$ cat config.mk
export PLATFORM = sky130hd
export DESIGN_NAME = alu_commit_arbiter
export DESIGN_NICKNAME = d
export VERILOG_FILES = /design/src/rtl/alu_commit_arbiter.sv
export SDC_FILE = /design/constraint.sdc
export NUM_CORES = 1
export LEC_CHECK = 0
export ABC_AREA = 0
export CAP_MARGIN = 20
export CORE_AREA = 8 8 147 149
export CTS_CLUSTER_DIAMETER = 40
export DETAILED_ROUTE_END_ITERATION = 12
export DIE_AREA = 0 0 155 157
export MAX_ROUTING_LAYER = met4
export PLACE_DENSITY = 0.67
export SETUP_SLACK_MARGIN = 0.4
export SKIP_LAST_GASP = 1
export SYNTH_ARGS = -nofsm -noshare
export SYNTH_HDL_FRONTEND = slang
export SYNTH_SLANG_ARGS = --single-unit
export TNS_END_PERCENT = 1
$ cat constraint.sdc
create_clock -name i_clk -period 5 [get_ports i_clk]
set_input_delay 1 -clock i_clk [delete_from_list [all_inputs] [get_ports i_clk]]
set_output_delay 1 -clock i_clk [all_outputs]
set_load 0.01 [all_outputs]
$ cat src/rtl/alu_commit_arbiter.sv
// Round-robin commit arbiter: picks one pending ALU result per cycle, acknowledges the unit
// and registers the result into a valid/ready writeback stage.
package core_config_pkg;
  parameter int XLEN       = 32;
  parameter int REG_ADDR_W = 5;
endpackage

module alu_commit_arbiter #(
  parameter int N_UNITS    = 4,
  parameter int XLEN       = core_config_pkg::XLEN,
  parameter int REG_ADDR_W = core_config_pkg::REG_ADDR_W
) (
  input  logic                          i_clk,
  input  logic                          i_rst,
  input  logic [N_UNITS-1:0]            i_u_req,
  input  logic [N_UNITS*XLEN-1:0]       i_u_res,
  input  logic [N_UNITS*REG_ADDR_W-1:0] i_u_rd,
  input  logic [N_UNITS-1:0]            i_u_error,
  output logic [N_UNITS-1:0]            o_u_clear,
  input  logic                          i_flush,
  output logic                          o_wb_valid,
  output logic [XLEN-1:0]               o_wb_data,
  output logic [REG_ADDR_W-1:0]         o_wb_rd,
  output logic                          o_wb_error,
  input  logic                          i_wb_ready
);

  localparam int PTR_W = $clog2(N_UNITS);

  logic [PTR_W-1:0]      r_ptr;
  logic                  r_wb_valid;
  logic [XLEN-1:0]       r_wb_data;
  logic [REG_ADDR_W-1:0] r_wb_rd;
  logic                  r_wb_error;

  logic                  w_load_en;
  logic                  w_found;
  logic                  w_grant;
  logic [PTR_W-1:0]      w_gnt;
  logic [XLEN-1:0]       w_gnt_res;
  logic [REG_ADDR_W-1:0] w_gnt_rd;
  logic                  w_gnt_err;
  logic                  w_discard;

  assign w_load_en = !r_wb_valid || i_wb_ready;

  // Scan from the pointer upward with wraparound; first pending unit wins.
  always_comb begin
    int idx;
    idx       = 0;
    w_found   = 1'b0;
    w_gnt     = '0;
    w_gnt_res = '0;
    w_gnt_rd  = '0;
    w_gnt_err = 1'b0;
    for (int i = 0; i < N_UNITS; i++) begin
      idx = int'(r_ptr) + i;
      if (idx >= N_UNITS) idx = idx - N_UNITS;
      if (!w_found && i_u_req[idx]) begin
        w_found   = 1'b1;
        w_gnt     = PTR_W'(idx);
        w_gnt_res = i_u_res[idx*XLEN +: XLEN];
        w_gnt_rd  = i_u_rd[idx*REG_ADDR_W +: REG_ADDR_W];
        w_gnt_err = i_u_error[idx];
      end
    end
  end

  assign w_grant   = !i_rst && w_load_en && !i_flush && w_found;
  // Error-free writes to x0 are acknowledged but never reach the register file.
  assign w_discard = (w_gnt_rd == '0) && !w_gnt_err;

  always_comb begin
    o_u_clear = '0;
    if (i_rst)        o_u_clear = '0;
    else if (i_flush) o_u_clear = i_u_req;
    else if (w_grant) o_u_clear = N_UNITS'(1) << w_gnt;
  end

  always_ff @(posedge i_clk) begin
    if (i_rst) begin
      r_ptr      <= '0;
      r_wb_valid <= 1'b0;
      r_wb_data  <= '0;
      r_wb_rd    <= '0;
      r_wb_error <= 1'b0;
    end else if (i_flush) begin
      r_wb_valid <= 1'b0;
    end else if (w_grant) begin
      r_ptr      <= (w_gnt == PTR_W'(N_UNITS-1)) ? '0 : w_gnt + 1'b1;
      r_wb_valid <= !w_discard;
      r_wb_data  <= w_gnt_res;
      r_wb_rd    <= w_gnt_rd;
      r_wb_error <= w_gnt_err;
    end else if (r_wb_valid && i_wb_ready) begin
      r_wb_valid <= 1'b0;
    end
  end

  assign o_wb_valid = r_wb_valid;
  assign o_wb_data  = r_wb_data;
  assign o_wb_rd    = r_wb_rd;
  assign o_wb_error = r_wb_error;

endmodule

==> reports/metrics.csv <==
stage;metric;value;unit
status;status;finished, final reports clean;
timing;RSZ-0062 raised after global routing;true;
hold_path;hold path cells;2;
global_routing;Tot GR Track Use;22.18;%
clock_network;clock root buffer;clkbuf_16;
hold_path;Hold EP;o_wb_rd[2]$_SDFFE_PP0P_;
cells_and_area;share of layout cells above drive strength 1;20.57;%
floorplan;core area;19210;um2
detailed_routing;Vias per Instance;6.316;
clock_network;Clock transition at path regs;0.06;ns
detailed_routing;DR DRC count;0;
detailed_routing;router iterations before antenna repair;5;
detailed_routing;post-route ant nets;0;
timing;Rel. slew slack;30.39;%
global_routing;largest net degree at the start of global routing;73;
clock_network;TritonCTS Sinks;41;
place;pre-CTS WS;0.1099;ns
setup_path;r2r worst-path depth;12;
timing;final setup margin;0.4304;ns
cells_and_area;most frequent cells in the layout;clkdlybuf4s50_1 (195), mux4_2 (108), o21ai_0 (67);
timing;worst slew pin tran;1.044;ns
setup_path;worst path required time;4.00;ns
clock_network;CTS Buf Count;5;
setup_path;Reg-to-Reg End;o_wb_valid$_SDFFE_PP0P_;
floorplan;Die H;157;um
clock_network;total number of H-tree levels;2;
logic_synthesis;Yosys cell types;57;
place;Placed Cells incl. Taps;1236;
logic_synthesis;yosys warns;0;
place;Detailed Place HPWL;19.19;mm
cells_and_area;fin cells;1248;
logic_synthesis;Post-Syn Nets;1011;
cells_and_area;Finished Cell Area;9967;um2
power_and_ir_drop;Power per Cell Area;655.9;nW/um2
timing;Final Hold Vio Count;0;
floorplan;Ports;203;
detailed_routing;Detailed Route WL;27.04;mm
global_routing;initial antenna violation count;1;
logic_synthesis;Post-synth ARST share;0;%
setup_path;Critical R2R Launch;r_ptr[1]$_SDFFE_PP0P_;
timing;period utilisation layout;91.39;%
power_and_ir_drop;peak supply drop;0.0003381;V
floorplan;die width;155;um
logic_synthesis;Seq/Total Area, Yosys;10.83;%
logic_synthesis;ys flop type;dfxtp_1;
cells_and_area;fin nets;1158;
detailed_routing;DR vias;7882;
timing;final hold slack;0.4639;ns
floorplan;Starting Density;39.44;%
global_routing;first-pass GRT wire length;42.72;mm
timing;final setup fails;0;
clock_network;clk buf depth;2;
hold_path;worst min path class;flop to flop;
logic_synthesis;Synth top area share;32.11;%
logic_synthesis;number of synthesized flops with an enable pin;0;
timing;Total Neg Setup Slack;0;ns
logic_synthesis;syn avg cell area;9.084;um2
setup_path;R2R setup slack;0.87;ns
place;# port buffers;202;
setup_path;Worst setup EP type;primary output;
cells_and_area;post-layout util;51.89;%
cells_and_area;most common cell after layout, fill and taps aside;clkdlybuf4s50_1;
place;routability cong.;0.8836;
place;DP Area;9763;um2
logic_synthesis;cell taking the most area after synthesis;mux4_2;
setup_path;Crit Path Class;input port to primary output;
clock_network;latest clock arrival within the worst-skew pair;0.29;ns
hold_path;Worst Hold Launch;o_wb_rd[2]$_SDFFE_PP0P_;
timing;Final Critical Period;4.570;ns
logic_synthesis;Post-Syn Instances;834;
cells_and_area;P&R area growth vs syn;31.56;%
power_and_ir_drop;total power;6.538;mW
power_and_ir_drop;leakage power;3.423;nW
setup_path;CP startpoint;i_u_req[3];
global_routing;gr ovfl total;0;
detailed_routing;initial DRC count;690;
floorplan;Die ar.;24340;um2
detailed_routing;WL/cell;21.67;um
job;max-cap viol count;0;
timing;Fmax achieved;0.2188;GHz
setup_path;Startpoint Class;input port;
setup_path;Worst Path Arrival;3.57;ns
logic_synthesis;number of synthesized register bits;41;
clock_network;CTS tree;yes;
logic_synthesis;synthesized cell area;7576;um2
timing;Clock Skew;0.007286;ns
cells_and_area;fillers;1787;
setup_path;worst-path maximum fanout;4;
floorplan;row cnt;51;
timing;fin. max-slew vios;0;
global_routing;vias in the first global route;7586;
logic_synthesis;ranking of synthesized cells by area;mux4_2 (32%), dfxtp_1 (11%), mux2i_1 (6.3%);
==> worst max path at each step <==
stage | end | cells after the start
5_1_grt | o_u_clear[3] | 10
4_1_cts | o_u_clear[0] | 11
2_1_floorplan | o_u_clear[0] | 18
3_5_place_dp | o_u_clear[0] | 10
3_3_place_gp | o_u_clear[0] | 11
6_report | o_u_clear[3] | 10
==> what timing repair did <==
item | in CTS | in global routing
setup buffers | 1 | 2
resized for setup | 5 | 10
hold buffers | 0 | 0
setup endpoints to repair | 4 | 4
pin swaps | 0 | 0
==> synth_stat cells (4+ instances only) <==
library cell and n:
nand3b_1 40, buf_1 12, o21ai_1 5, inv_1 36, nor2_1 52, a211oi_1 4
nand4_1 5, mux2i_1 48, a22oi_1 6, nor3_1 15, nor3b_1 4, mux4_2 108
nand2_1 62, dfxtp_1 41, a21oi_1 48, buf_2 25, nor2b_1 12, and2_1 4
o22ai_1 36, buf_4 7, clkbuf_1 44, nand3_1 9, ha_1 16, o21ai_0 68
mux2_2 41, a221oi_1 35
==> cell families after synthesis <==
kind of cell / share of synthesized area [%]
compound gates: 19.70
buf+inv: 7.415
flops: 10.83
fa+ha+maj: 2.907
mux: 44.54
simple gates: 14.37
xor+xnor: 0.2313
==> critical path, stage by stage <==
cell and delay (ns):
clkdlybuf4s50_1 0.45, mux4_2 0.50, or3_4 0.42, nor2b_1 0.16, a21o_1 0.21, buf_4 0.14
ha_1 0.18, a22oi_1 0.15, nor2_1 0.05, dlygate4sd2_1 0.30
==> cell type report <==
type | instances | area (um2) | share of cell area (%)
diodes | 1 | 2.502 | 0.02511
repair buffers | 231 | 2248 | 22.56
well taps | 265 | 331.6 | 3.327
clock inverters | 1 | 30.03 | 0.3013
clock buffers | 7 | 142.6 | 1.431
multi-input cells | 663 | 6236 | 62.57
flip-flops and latches | 41 | 825.8 | 8.285
inverters | 39 | 150.1 | 1.506
==> routing by layer <==
layer | track usage [%] | up-vias | wire length (um)
met5 | - | - | 0
met2 | 35.50 | 405 | 12900
met4 | 6.253 | 0 | 520
li1 | - | 3588 | -
met1 | 28.81 | 3855 | 11350
met3 | 3.263 | 34 | 2271
==> registers in the layout (all words and copies together), names as in the netlist <==
signal and count:
o_wb_data 32, o_wb_rd 5, r_ptr 2, o_wb_valid 1, o_wb_error 1
==> report_power, final <==
part | total [mW] | switching, mW | internal [mW]
clock network | 0.396 | 0.146 | 0.250
registers | 0.560 | 0.0824 | 0.478
logic | 5.58 | 2.89 | 2.69
total | 6.54 | 3.12 | 3.42
Power figures use the tool's default switching activity.
